## src/rtl/vga_pkg.sv

```systemverilog
// Shared VGA definitions: default 640x480@60 timing, derived totals and the
// colour-bar helper used by the optional test pattern.
package vga_pkg;

    localparam int DEF_COLOR_BITS = 2;
    localparam int DEF_CNT_W      = 10;

    localparam int DEF_H_ACTIVE = 640;
    localparam int DEF_H_FP     = 16;
    localparam int DEF_H_SYNC   = 96;
    localparam int DEF_H_BP     = 48;
    localparam int DEF_H_TOTAL  = DEF_H_ACTIVE + DEF_H_FP + DEF_H_SYNC + DEF_H_BP;

    localparam int DEF_V_ACTIVE = 480;
    localparam int DEF_V_FP     = 10;
    localparam int DEF_V_SYNC   = 2;
    localparam int DEF_V_BP     = 33;
    localparam int DEF_V_TOTAL  = DEF_V_ACTIVE + DEF_V_FP + DEF_V_SYNC + DEF_V_BP;

    typedef struct packed {
        logic r;
        logic g;
        logic b;
    } bar_rgb_t;

    // Bar index bits map straight onto the three channels: 0 = black, 7 = white.
    function automatic bar_rgb_t bar_color(input logic [2:0] idx);
        bar_rgb_t c;
        c.r = idx[2];
        c.g = idx[1];
        c.b = idx[0];
        return c;
    endfunction

endpackage

```

## src/rtl/vga_axis_counter.sv

```systemverilog
// One timing axis (horizontal or vertical): position counter, wrap pulse,
// active-area decode and sync decode at the configured polarity.
module vga_axis_counter
    import vga_pkg::*;
#(
    parameter int CNT_W  = DEF_CNT_W,
    parameter int ACTIVE = DEF_H_ACTIVE,
    parameter int FP     = DEF_H_FP,
    parameter int SYNC   = DEF_H_SYNC,
    parameter int BP     = DEF_H_BP,
    parameter bit POL    = 1'b0
) (
    input  logic             clk,
    input  logic             rst_n,
    input  logic             step,
    output logic [CNT_W-1:0] cnt,
    output logic             wrap,
    output logic             active,
    output logic             sync
);

    localparam int TOTAL = ACTIVE + FP + SYNC + BP;

    localparam logic [CNT_W-1:0] LAST       = CNT_W'(TOTAL - 1);
    localparam logic [CNT_W-1:0] ACT_END    = CNT_W'(ACTIVE);
    localparam logic [CNT_W-1:0] SYNC_START = CNT_W'(ACTIVE + FP);
    localparam logic [CNT_W-1:0] SYNC_END   = CNT_W'(ACTIVE + FP + SYNC);

    logic in_sync;

    assign wrap    = step && (cnt == LAST);
    assign active  = (cnt < ACT_END);
    assign in_sync = (cnt >= SYNC_START) && (cnt < SYNC_END);
    assign sync    = in_sync ? POL : ~POL;

    always_ff @(posedge clk or negedge rst_n) begin
        if (!rst_n) begin
            cnt <= '0;
        end else if (step) begin
            cnt <= wrap ? '0 : cnt + 1'b1;
        end
    end

endmodule

```

## src/rtl/vga_stream_controller.sv

```systemverilog
// Programmable VGA timing generator with a req/valid pixel interface and
// registered RGB/sync outputs. Optional colour bars under VGA_TEST_PATTERN_EN.
module vga_stream_controller
    import vga_pkg::*;
#(
    parameter int COLOR_BITS = DEF_COLOR_BITS,
    parameter int CNT_W      = DEF_CNT_W,
    parameter int H_ACTIVE   = DEF_H_ACTIVE,
    parameter int H_FP       = DEF_H_FP,
    parameter int H_SYNC     = DEF_H_SYNC,
    parameter int H_BP       = DEF_H_BP,
    parameter int V_ACTIVE   = DEF_V_ACTIVE,
    parameter int V_FP       = DEF_V_FP,
    parameter int V_SYNC     = DEF_V_SYNC,
    parameter int V_BP       = DEF_V_BP,
    parameter bit HS_POL     = 1'b0,
    parameter bit VS_POL     = 1'b0
) (
    input  logic                  clk,
    input  logic                  rst_n,
    input  logic                  enable,
    output logic                  pix_req,
    input  logic                  pix_valid,
    input  logic [COLOR_BITS-1:0] red_in,
    input  logic [COLOR_BITS-1:0] green_in,
    input  logic [COLOR_BITS-1:0] blue_in,
    input  logic                  underflow_clr,
`ifdef VGA_TEST_PATTERN_EN
    input  logic                  test_mode,
`endif
    output logic                  hs,
    output logic                  vs,
    output logic                  de,
    output logic [CNT_W-1:0]      x,
    output logic [CNT_W-1:0]      y,
    output logic                  frame_start,
    output logic [COLOR_BITS-1:0] red_out,
    output logic [COLOR_BITS-1:0] green_out,
    output logic [COLOR_BITS-1:0] blue_out,
    output logic                  underflow
);

    logic [CNT_W-1:0] h_cnt;
    logic [CNT_W-1:0] v_cnt;
    logic             h_wrap;
    logic             v_wrap;
    logic             h_active;
    logic             v_active;
    logic             h_sync;
    logic             v_sync;
    logic             area_active;

    vga_axis_counter #(
        .CNT_W (CNT_W),
        .ACTIVE(H_ACTIVE),
        .FP    (H_FP),
        .SYNC  (H_SYNC),
        .BP    (H_BP),
        .POL   (HS_POL)
    ) u_h_axis (
        .clk   (clk),
        .rst_n (rst_n),
        .step  (enable),
        .cnt   (h_cnt),
        .wrap  (h_wrap),
        .active(h_active),
        .sync  (h_sync)
    );

    vga_axis_counter #(
        .CNT_W (CNT_W),
        .ACTIVE(V_ACTIVE),
        .FP    (V_FP),
        .SYNC  (V_SYNC),
        .BP    (V_BP),
        .POL   (VS_POL)
    ) u_v_axis (
        .clk   (clk),
        .rst_n (rst_n),
        .step  (h_wrap),
        .cnt   (v_cnt),
        .wrap  (v_wrap),
        .active(v_active),
        .sync  (v_sync)
    );

    // Request/valid: pix_req is high for every active position of a running
    // raster; the source must answer with pix_valid in the same cycle. There is
    // no stall path, so a request without valid loses that pixel (underflow).
    assign area_active = h_active & v_active;
    assign pix_req     = enable & area_active;

    logic [COLOR_BITS-1:0] red_d;
    logic [COLOR_BITS-1:0] green_d;
    logic [COLOR_BITS-1:0] blue_d;
    logic                  pix_miss;

`ifdef VGA_TEST_PATTERN_EN
    localparam int BAR_W = CNT_W + 3;

    logic [BAR_W-1:0]      bar_pos;
    bar_rgb_t              bar;
    logic [COLOR_BITS-1:0] bar_red;
    logic [COLOR_BITS-1:0] bar_green;
    logic [COLOR_BITS-1:0] bar_blue;

    // Eight equal bars across the active width: index = h*8/H_ACTIVE.
    assign bar_pos   = {h_cnt, 3'b000} / BAR_W'(H_ACTIVE);
    assign bar       = bar_color(bar_pos[2:0]);
    assign bar_red   = {COLOR_BITS{bar.r}};
    assign bar_green = {COLOR_BITS{bar.g}};
    assign bar_blue  = {COLOR_BITS{bar.b}};
    assign pix_miss  = pix_req & ~pix_valid & ~test_mode;

    always_comb begin
        red_d   = '0;
        green_d = '0;
        blue_d  = '0;
        if (pix_req && (test_mode || !pix_valid)) begin
            red_d   = bar_red;
            green_d = bar_green;
            blue_d  = bar_blue;
        end else if (pix_req) begin
            red_d   = red_in;
            green_d = green_in;
            blue_d  = blue_in;
        end
    end
`else
    assign pix_miss = pix_req & ~pix_valid;

    always_comb begin
        red_d   = '0;
        green_d = '0;
        blue_d  = '0;
        if (pix_req && pix_valid) begin
            red_d   = red_in;
            green_d = green_in;
            blue_d  = blue_in;
        end
    end
`endif

    // All outputs are captured from the same counter state, so they stay aligned.
    always_ff @(posedge clk or negedge rst_n) begin
        if (!rst_n) begin
            hs          <= ~HS_POL;
            vs          <= ~VS_POL;
            de          <= 1'b0;
            x           <= '0;
            y           <= '0;
            frame_start <= 1'b0;
            red_out     <= '0;
            green_out   <= '0;
            blue_out    <= '0;
        end else if (enable) begin
            hs          <= h_sync;
            vs          <= v_sync;
            de          <= area_active;
            x           <= h_cnt;
            y           <= v_cnt;
            frame_start <= (h_cnt == '0) && (v_cnt == '0);
            red_out     <= red_d;
            green_out   <= green_d;
            blue_out    <= blue_d;
        end else begin
            // A pause must not stretch the frame marker into several pulses.
            frame_start <= 1'b0;
        end
    end

    // Sticky underflow; a new miss wins over a simultaneous clear.
    always_ff @(posedge clk or negedge rst_n) begin
        if (!rst_n) begin
            underflow <= 1'b0;
        end else if (pix_miss) begin
            underflow <= 1'b1;
        end else if (underflow_clr) begin
            underflow <= 1'b0;
        end
    end

endmodule

```

## config.mk

```make
export PLATFORM = sky130hd
export DESIGN_NAME = vga_stream_controller
export DESIGN_NICKNAME = d
export VERILOG_FILES = /design/src/rtl/vga_pkg.sv /design/src/rtl/vga_axis_counter.sv /design/src/rtl/vga_stream_controller.sv
export SDC_FILE = /design/constraint.sdc
export NUM_CORES = 1
export LEC_CHECK = 0
export CAP_MARGIN = 20
export CORE_MARGIN = 1
export CORE_UTILIZATION = 51
export DETAILED_ROUTE_END_ITERATION = 7
export PLACE_DENSITY = 0.79
export SLEW_MARGIN = 20
export SYNTH_ARGS = -nofsm -noshare
export SYNTH_HDL_FRONTEND = slang
export SYNTH_SLANG_ARGS = --single-unit
```

## constraint.sdc

```tcl
create_clock -name clk -period 2.24 [get_ports clk]
set_clock_uncertainty 0.15 [all_clocks]
set_input_delay 0.224 -clock clk [delete_from_list [all_inputs] [get_ports clk]]
set_output_delay 0.224 -clock clk [all_outputs]
set_load 0.02 [all_outputs]
```

==> flow_results.org, run 1 <==
** Synthesis
- Count of different cell masters after synthesis :: 40
- In this run, synthesis produced a sequential element count of 51.
- Post-synthesis instance total :: 187
- The number of nets in the synthesized netlist is 202.
- Sequential area share after synthesis :: 56.6%
- Number of warnings reported in the yosys synthesis log :: 0
- In the synthesized netlist the async set-or-reset flop fraction comes to 100%.
- Among all flip-flop cells after synthesis, the most frequent one is sky130_fd_sc_hd__dfrtp_1.
- Number of enable flip-flop cells after synthesis :: 0
- A synthesized cell averages 12.1 um2.
- Cell area after synthesis :: 0.00226 mm2

** Setup path
- At the worst endpoint, the required time is 2.33 ns.
- STA classifies the critical path endpoint as a flop.
- In this run the critical register-to-register path is launched from u_h_axis.cnt[0]$_DFFE_PN0P_.
- The critical path in this run is classified as reg -> reg.
- For the worst setup path, the data arrival time is 2.18 ns.
- In this run the worst path has a maximum fanout of 8.
- RR Endpoint :: u_v_axis.cnt[4]$_DFFE_PN0N_
- R2R depth :: 5
- The worst register-to-register path has a setup slack of 0.15 ns.
- The worst setup path is launched from a flop.

** Floorplanning
- Number of placed I/O pins :: 43
- Placeable core area :: 0.00412 mm2
- Die outline width :: 68.6 um
- For this configuration, the core starts out at a cell density of 54.9%.
- From bottom edge to top edge, the die measures 68.6 um.
- Die outline area :: 0.00470 mm2
- The floorplan has 23 rows.

** Clocking
- CTS tree :: done
- Clock tree synthesis found a total of 51 sinks.
- Clk Latency, worst-skew pair :: 0.30 ns
- Htree depth :: 2
- The clock passes through at most 2 buffers.
- TritonCTS created 5 clock buffers.
- Clock Root Buffer :: sky130_fd_sc_hd__clkbuf_8
- Buffers added to address setup during post-CTS repair amount to 0.
- Register clock-pin slew on the reported worst setup and hold paths :: 0.09 ns

** GRT
- The number of global-route vias before repair came to 1,654.
- The initial antenna violation count was 0.
- Aggregate global-route resource usage :: 23.7%
- Global routing finished with a remaining overflow of 0.
- The first global-routing pass estimated 7940 um of wire.
- Entering global routing, the biggest net connects 28 pins.

** Hold path
- Worst Hold Class :: in -> async

** Finish
- Across the whole layout, storage elements account for 0.00128 mm2.
- The number of antenna diodes in the final layout is 0.
- For this run, the post-layout net count is 253.
- Fill cells in the final layout number 316.
- Relative to the synthesized area, the layout overhead comes to 28.3%.
- Area of the multi-input gates :: 908 um2
- Final standard cell utilization of the core :: 70.4%
- Layout cells sized above 1 :: 18.8%

** Drt
- Detailed-route wire length per cell :: 16.6 um
- Vias post-DR :: 1,651
- Using the TritonRoute via totals, the vias-per-cell ratio works out to 5.71.
- In this run, the number of DRC markers left after iteration 0 of detailed routing was 71.
- The first detailed-routing pass took 4 iterations.
- The routed design has 4800 um of wire.
- DRT antenna net count :: 0
- Drt drc :: 0

** STA
- Final Critical Period :: 2.09 ns
- At the pin with the least slew margin, the transition time is 0.588 ns.
- Hold Fails Final Rpt :: 0
- RSZ-0062 raised after global routing :: no
- After layout, the worst path uses 93.3% of the clock period.
- Final max-slew violation count :: 0
- Timing would allow up to 479 MHz.
- Final Setup Violations :: 0
- Headroom to the max-slew limit came out at 60.8%.
- Summed over all failing endpoints, the final setup total negative slack is 0 ns.

** Place
- HPWL after detailed placement :: 3370 um
- Port Buffer Count :: 42
- Routability-driven placement congestion ratio :: 0.897

** Run
- Across the run, the number of max-cap violations was 0.

** Outcome
- Outcome :: complete, no violations

** Power and ir drop
- LEAKAGE :: 1.34 nW
- VDD sags by at most 534 uV.
- For this design the ratio of total power to cell area is 747 mW/mm2.
state kept, by name, summed over array words and instances, names as in the netlist:
name and cells:
u_h_axis.cnt 10, frame_start 1, x 10, red_out 2
u_v_axis.cnt 10, hs 1, blue_out 2, y 10
vs 1, de 1, green_out 2, underflow 1
cells in the mapped netlist, types with 2 or more instances:
library cell,count,area [um2]
sky130_fd_sc_hd__a31oi_1,2,12.5
sky130_fd_sc_hd__a21o_1,3,22.5
sky130_fd_sc_hd__ha_1,4,50.1
sky130_fd_sc_hd__nor4_1,3,18.8
sky130_fd_sc_hd__nor3_1,3,15.0
sky130_fd_sc_hd__a22o_1,6,52.6
sky130_fd_sc_hd__nand2_1,7,26.3
sky130_fd_sc_hd__nor4b_1,2,17.5
sky130_fd_sc_hd__or4_1,3,22.5
sky130_fd_sc_hd__xor2_1,3,26.3
sky130_fd_sc_hd__nand3_1,11,55.1
sky130_fd_sc_hd__nand4_1,5,31.3
sky130_fd_sc_hd__dfrtp_1,49,1230
sky130_fd_sc_hd__inv_1,10,37.5
sky130_fd_sc_hd__o21ai_0,9,45.0
sky130_fd_sc_hd__clkbuf_2,2,10.0
sky130_fd_sc_hd__nand4b_1,2,17.5
sky130_fd_sc_hd__xnor2_1,7,61.3
sky130_fd_sc_hd__clkbuf_1,5,18.8
sky130_fd_sc_hd__and3_1,5,31.3
sky130_fd_sc_hd__mux2_2,19,214
sky130_fd_sc_hd__dfstp_2,2,52.6
sky130_fd_sc_hd__o311ai_0,2,17.5
sky130_fd_sc_hd__nor2_1,7,26.3
logic make-up (layout without fill, tap and decap cells):
group / Yosys count / in the layout / share of synthesized area (%)
flops: 51 / 51 / 56.6
simple gates: 56 / 56 / 15.6
buf+inv: 19 / 71 / 3.49
xor+xnor: 10 / 10 / 3.88
fa+ha+maj: 4 / 4 / 2.21
mux: 20 / 20 / 9.91
compound gates: 27 / 27 / 8.36
routing by layer:
layer	wire length (um)	up-vias	global-route usage (%)
met3	284	6	5.43
met1	2170	817	32.2
met2	2290	50	37.5
met4	55	0	8.07
met5	0	-	0
li1	-	778	-
worst max-delay path, cell delays in order, from the launching register on:
cell and delay (ns):
sky130_fd_sc_hd__dfrtp_1 0.41, sky130_fd_sc_hd__ha_1 0.26, sky130_fd_sc_hd__nand4bb_4 0.16, sky130_fd_sc_hd__or3_1 0.48, sky130_fd_sc_hd__or4_1 0.49, sky130_fd_sc_hd__nand2_1 0.08
what timing repair did:
action | 4_1_cts | 5_1_grt
pin swaps | 1 | 0
gates resized for setup | 1 | 1
hold buffers | 1 | 0
endpoints found under the setup margin | 1 | 1
hold endpoints to repair | 23 | 0
final cells by class:
class                      count  share of cell area (%)
sequential                    51                    44.1
timing repair buffer          53                    17.7
inverter                      10                    1.29
clock buffer                   8                    3.45
multi-input combinational    117                    31.3
tap                           50                    2.16
how the worst max path moves through the flow:
stage,from,to,slack (ns),cells after the start
2_1_floorplan,u_h_axis.cnt[0]$_DFFE_PN0P_,u_v_axis.cnt[4]$_DFFE_PN0N_,0.30,6
3_3_place_gp,enable,u_v_axis.cnt[4]$_DFFE_PN0N_,0.11,5
3_5_place_dp,enable,u_v_axis.cnt[6]$_DFFE_PN0N_,0.06,5
4_1_cts,u_h_axis.cnt[0]$_DFFE_PN0P_,u_v_axis.cnt[6]$_DFFE_PN0N_,0.16,5
5_1_grt,u_h_axis.cnt[0]$_DFFE_PN0P_,u_v_axis.cnt[4]$_DFFE_PN0N_,0.03,5
6_report,u_h_axis.cnt[0]$_DFFE_PN0P_,u_v_axis.cnt[4]$_DFFE_PN0N_,0.15,5
power breakdown:
| part | internal (mW) | switching (mW) | leakage (nW) |
|---|---|---|---|
| clock | 0.282 | 0.275 | 0.0515 |
| sequential | 1.02 | 0.108 | 0.655 |
| combinational | 0.246 | 0.236 | 0.635 |
| total | 1.55 | 0.618 | 1.34 |
cell usage in the layout (no fill, tap or decap), types with 2 or more instances in the layout:
cell type                         synthesis  routed
sky130_fd_sc_hd__or4_1                    3       3
sky130_fd_sc_hd__nor2_1                   7       7
sky130_fd_sc_hd__o311ai_0                 2       2
sky130_fd_sc_hd__clkdlybuf4s50_1          0      40
sky130_fd_sc_hd__dfstp_2                  2       2
sky130_fd_sc_hd__a22o_1                   6       6
sky130_fd_sc_hd__nor4_1                   3       3
sky130_fd_sc_hd__a21o_1                   3       3
sky130_fd_sc_hd__o21ai_0                  9       9
sky130_fd_sc_hd__nand3_1                 11      11
sky130_fd_sc_hd__buf_4                    1       9
sky130_fd_sc_hd__xor2_1                   3       3
sky130_fd_sc_hd__nor3_1                   3       3
sky130_fd_sc_hd__a31oi_1                  2       2
sky130_fd_sc_hd__mux2_2                  19      19
sky130_fd_sc_hd__nand4b_1                 2       2
sky130_fd_sc_hd__nand2_1                  7       7
sky130_fd_sc_hd__clkbuf_8                 0       7
sky130_fd_sc_hd__ha_1                     4       4
sky130_fd_sc_hd__xnor2_1                  7       7
sky130_fd_sc_hd__nand4_1                  5       5
sky130_fd_sc_hd__inv_1                   10      10
sky130_fd_sc_hd__and3_1                   5       5
sky130_fd_sc_hd__dfrtp_1                 49      49
metrics by stage:
| step | instances | total power [mW] | setup slack, ns | instance area, um2 | hold slack (ns) |
|---|---|---|---|---|---|
| after floorplan | 187 | 1.40 | 0.295 | 2260 | -0.222 |
| after global routing | 289 | 2.28 | 0.0324 | 2900 | 0.351 |
| after detailed placement | 280 | 1.63 | 0.0642 | 2780 | 0.101 |
| final | 289 | 2.17 | 0.151 | 2900 | 0.322 |
| after CTS | 289 | 2.19 | 0.158 | 2890 | 0.313 |
| after global placement | 280 | 1.61 | 0.110 | 2780 | 0.0993 |
Note: power is estimated with default switching activity, not from simulation.
==> inputs of run 2 (changes only) <==
Settings changed: CTS_CLUSTER_SIZE set to 24.
==> results of run 2 <==
The final DEF is identical to that of run 1; final timing and power are the same.
==> inputs of run 3 (changes only) <==
==> constraint.sdc (replaced) <==
create_clock -name clk -period 2.24 [get_ports clk]
set_clock_uncertainty 0.15 [all_clocks]
set_input_delay 0.336 -clock clk [delete_from_list [all_inputs] [get_ports clk]]
set_output_delay 0.336 -clock clk [all_outputs]
set_load 0.02 [all_outputs]
==> flow_results.org, run 3 (same netlist as run 1, synthesis figures left out) <==
** Outcome
- Outcome: complete, no violations (unchanged).

** Clocking
- The number of buffers added for setup after CTS was 0 (unchanged).
- The clock-pin transition on the worst setup and hold timing paths came to 0.08 ns (was 0.09 ns).
- The clock sink count was 51 (unchanged).
- The H-tree depth reported by CTS was 2 (unchanged).
- Clk Latency, worst-skew pair :: 0.30 ns (about the same)
- Clock Root Buffer :: sky130_fd_sc_hd__clkbuf_8 (unchanged)
- CTS tree :: done (unchanged)
- CTS Buf Count :: 5 (unchanged)
- The largest buffer count on any clock path came to 2 (unchanged).

** STA
- Worst setup margin :: 0.154 ns (was 0.151 ns)
- Headroom to the max-slew limit :: 65.0% (was 60.8%)
- Final Critical Period :: 2.09 ns (about the same)
- Final max-slew violation count :: 0 (unchanged)
- Timing-limited maximum frequency :: 479 MHz (about the same)
- RSZ-0062 raised after global routing :: no (unchanged)
- Final Setup Violations :: 0 (unchanged)
- Hold Fails Final Rpt :: 0 (unchanged)
- Final period util :: 93.1% (was 93.3%)
- The slew at the pin closest to its max-slew limit came to 0.524 ns (was 0.588 ns).

** Setup path
- RR Endpoint :: u_v_axis.cnt[4]$_DFFE_PN0N_ (unchanged)
- Required time reported for the critical path endpoint :: 2.33 ns (about the same)
- The arrival time at the worst endpoint was 2.18 ns (about the same).
- CP peak stage delay :: 0.49 ns (about the same)
- Maximum fanout count along the critical path :: 6 (was 8)
- R2R depth :: 5 (unchanged)
- Launch point of the worst reg-to-reg path :: u_h_axis.cnt[1]$_DFFE_PN0P_ (was u_h_axis.cnt[0]$_DFFE_PN0P_)
- Series of cell instances along the critical path: ha_1 > nand4bb_4 > or3_1 > or4_1 > nand2_1 (unchanged).
- Crit path buffers/inverters :: 0 (unchanged)
- The element type at the critical path end was a flop (unchanged).
- Cell with the largest stage delay on the worst path :: sky130_fd_sc_hd__or4_1 (unchanged)
- Worst Setup Start Kind :: flop (unchanged)
- The cell family with the largest share of critical-path delay is simple AND/OR/NAND/NOR gates (unchanged).
- Kind of critical path :: reg -> reg (unchanged)
- The worst-case register-to-register setup slack is 0.15 ns (about the same).

** Power and ir drop
- The leakage power was 1.36 nW (was 1.34 nW).
- The worst IR drop on VDD is 511 uV (was 534 uV).
- The overall power was 2.16 mW (was 2.17 mW).
- The total power per unit cell area came to 738 mW/mm2 (was 747 mW/mm2).

** GRT
- Maximum number of pins on one net before global-route repair :: 30 (was 28)
- The number of global-route vias before repair is 1,596 (was 1,654).
- The initial antenna violation count was 0 (unchanged).
- Wire length of the first global-routing pass :: 7470 um (was 7940 um)
- The global-route usage over all layers came to 21.9% (was 23.7%).
- The total congestion overflow came to 0 (unchanged).

** Floorplanning
- Die outline width :: 68.6 um (unchanged)
- Placeable core area :: 0.00412 mm2 (unchanged)
- The total I/O pin count came to 43 (unchanged).
- Cell Rows :: 23 (unchanged)
- The die height came to 68.6 um (unchanged).
- Die outline area :: 0.00470 mm2 (unchanged)
- The effective utilization at floorplan is 54.9% (unchanged).

** Finish
- The most common cell after layout, fill and taps aside is sky130_fd_sc_hd__dfrtp_1 (unchanged).
- Area growth from synthesis to layout :: 29.3% (was 28.3%)
- Layout cells sized above 1 :: 19.8% (was 18.8%)
- The number of antenna repair diodes came to 0 (unchanged).
- The finished layout cell area is 0.00292 mm2 (was 0.00290 mm2).
- Number of nets at the end of the flow :: 257 (was 253)
- Commonest non-fill, non-tap cells in the layout :: sky130_fd_sc_hd__dfrtp_1, sky130_fd_sc_hd__clkdlybuf4s50_1, sky130_fd_sc_hd__mux2_2, sky130_fd_sc_hd__buf_4, sky130_fd_sc_hd__nand3_1 (was sky130_fd_sc_hd__dfrtp_1, sky130_fd_sc_hd__clkdlybuf4s50_1, sky130_fd_sc_hd__mux2_2, sky130_fd_sc_hd__nand3_1, sky130_fd_sc_hd__inv_1)
- Final standard cell utilization of the core :: 71.0% (was 70.4%)

** Place
- Cell area reported after detailed placement :: 0.00281 mm2 (was 0.00278 mm2)
- The total half-perimeter wirelength after legalization and detailed placement is 3380 um (was 3370 um).
- Routability-driven placement congestion ratio :: 0.867 (was 0.897)
- The pre-CTS setup slack came to -0.00325 ns (was 0.0642 ns).
- Port Buffer Count :: 42 (unchanged)

** Drt
- The average vias per placed instance came to 5.69 (was 5.71).
- DRT antenna net count :: 0 (unchanged)
- The count of unresolved DRC violations after routing was 0 (unchanged).
- The wire length per cell after detailed routing is 15.7 um (was 16.6 um).
- Detailed Route Iter0 Violations :: 154 (was 71)
- Total wirelength of the detailed-routed design :: 4590 um (was 4800 um)
- Vias post-DR :: 1,666 (was 1,651)
- TritonRoute pass-1 iters :: 4 (unchanged)

** Hold path
- The path with the worst hold slack has its endpoint at de$_DFFE_PN0P_.
- Hold Startpoint :: de$_DFFE_PN0P_
- Counting instances, the worst hold path has a depth of 1.
- Worst Hold Class :: reg -> reg (was in -> async)

** Run
- The number of violations of the max-capacitance limit is 0 (unchanged).
==> run 3: changes by cell type in the layout (fill, tap and decap cells not counted), sizes merged <==
| cell | delta |
|---|---|
| buf | +4 |
==> run 3: area by class of cell <==
cell class	count	area, um2
repair buffers	57	542
clock buffers	8	100
flip-flops and latches	51	1280
inverters	10	37.5
well taps	50	62.6
multi-input cells	117	902
fillers	306	1190
==> run 3: power by group <==
| group | switching, mW | internal, mW |
|---|---|---|
| logic | 0.226 | 0.245 |
| registers | 0.106 | 1.02 |
| clock network | 0.276 | 0.282 |
==> run 3: timing repair <==
item                                    in CTS  in global routing
hold buffers                                 1                  0
resized for setup                            1                  0
endpoints found under the setup margin       1                  0
endpoints found under the hold margin       21                  0
==> run 3: how the worst max path moves through the flow <==
stage / from / end / slack, ns / cells after the start
after floorplan: u_h_axis.cnt[0]$_DFFE_PN0P_ / u_v_axis.cnt[4]$_DFFE_PN0N_ / 0.30 / 6
after global placement: enable / pix_req / 0.03 / 4
after detailed placement: enable / u_v_axis.cnt[4]$_DFFE_PN0N_ / -0.003 / 5
after CTS: u_h_axis.cnt[0]$_DFFE_PN0P_ / u_v_axis.cnt[4]$_DFFE_PN0N_ / 0.16 / 5
after global routing: u_h_axis.cnt[1]$_DFFE_PN0P_ / u_v_axis.cnt[4]$_DFFE_PN0N_ / 0.03 / 5
final: u_h_axis.cnt[1]$_DFFE_PN0P_ / u_v_axis.cnt[4]$_DFFE_PN0N_ / 0.15 / 5
==> run 3: stage by stage <==
step | TNS (ns) | cells | hold WS (ns)
after global placement | 0 | 284 | 0.189
after global routing | 0 | 293 | 0.352
after detailed placement | -0.00487 | 284 | 0.197
after floorplan | 0 | 187 | -0.110
final | 0 | 293 | 0.332
after CTS | 0 | 293 | 0.337
==> run 3: per-layer routing <==
metal / up-vias / track usage, % / part of all wire, %
met5: - / 0 / 0
met4: 0 / 7.55 / 1.8
met3: 9 / 5.76 / 5.6
met2: 60 / 34.4 / 46
met1: 811 / 29.4 / 47
li1: 786 / - / -
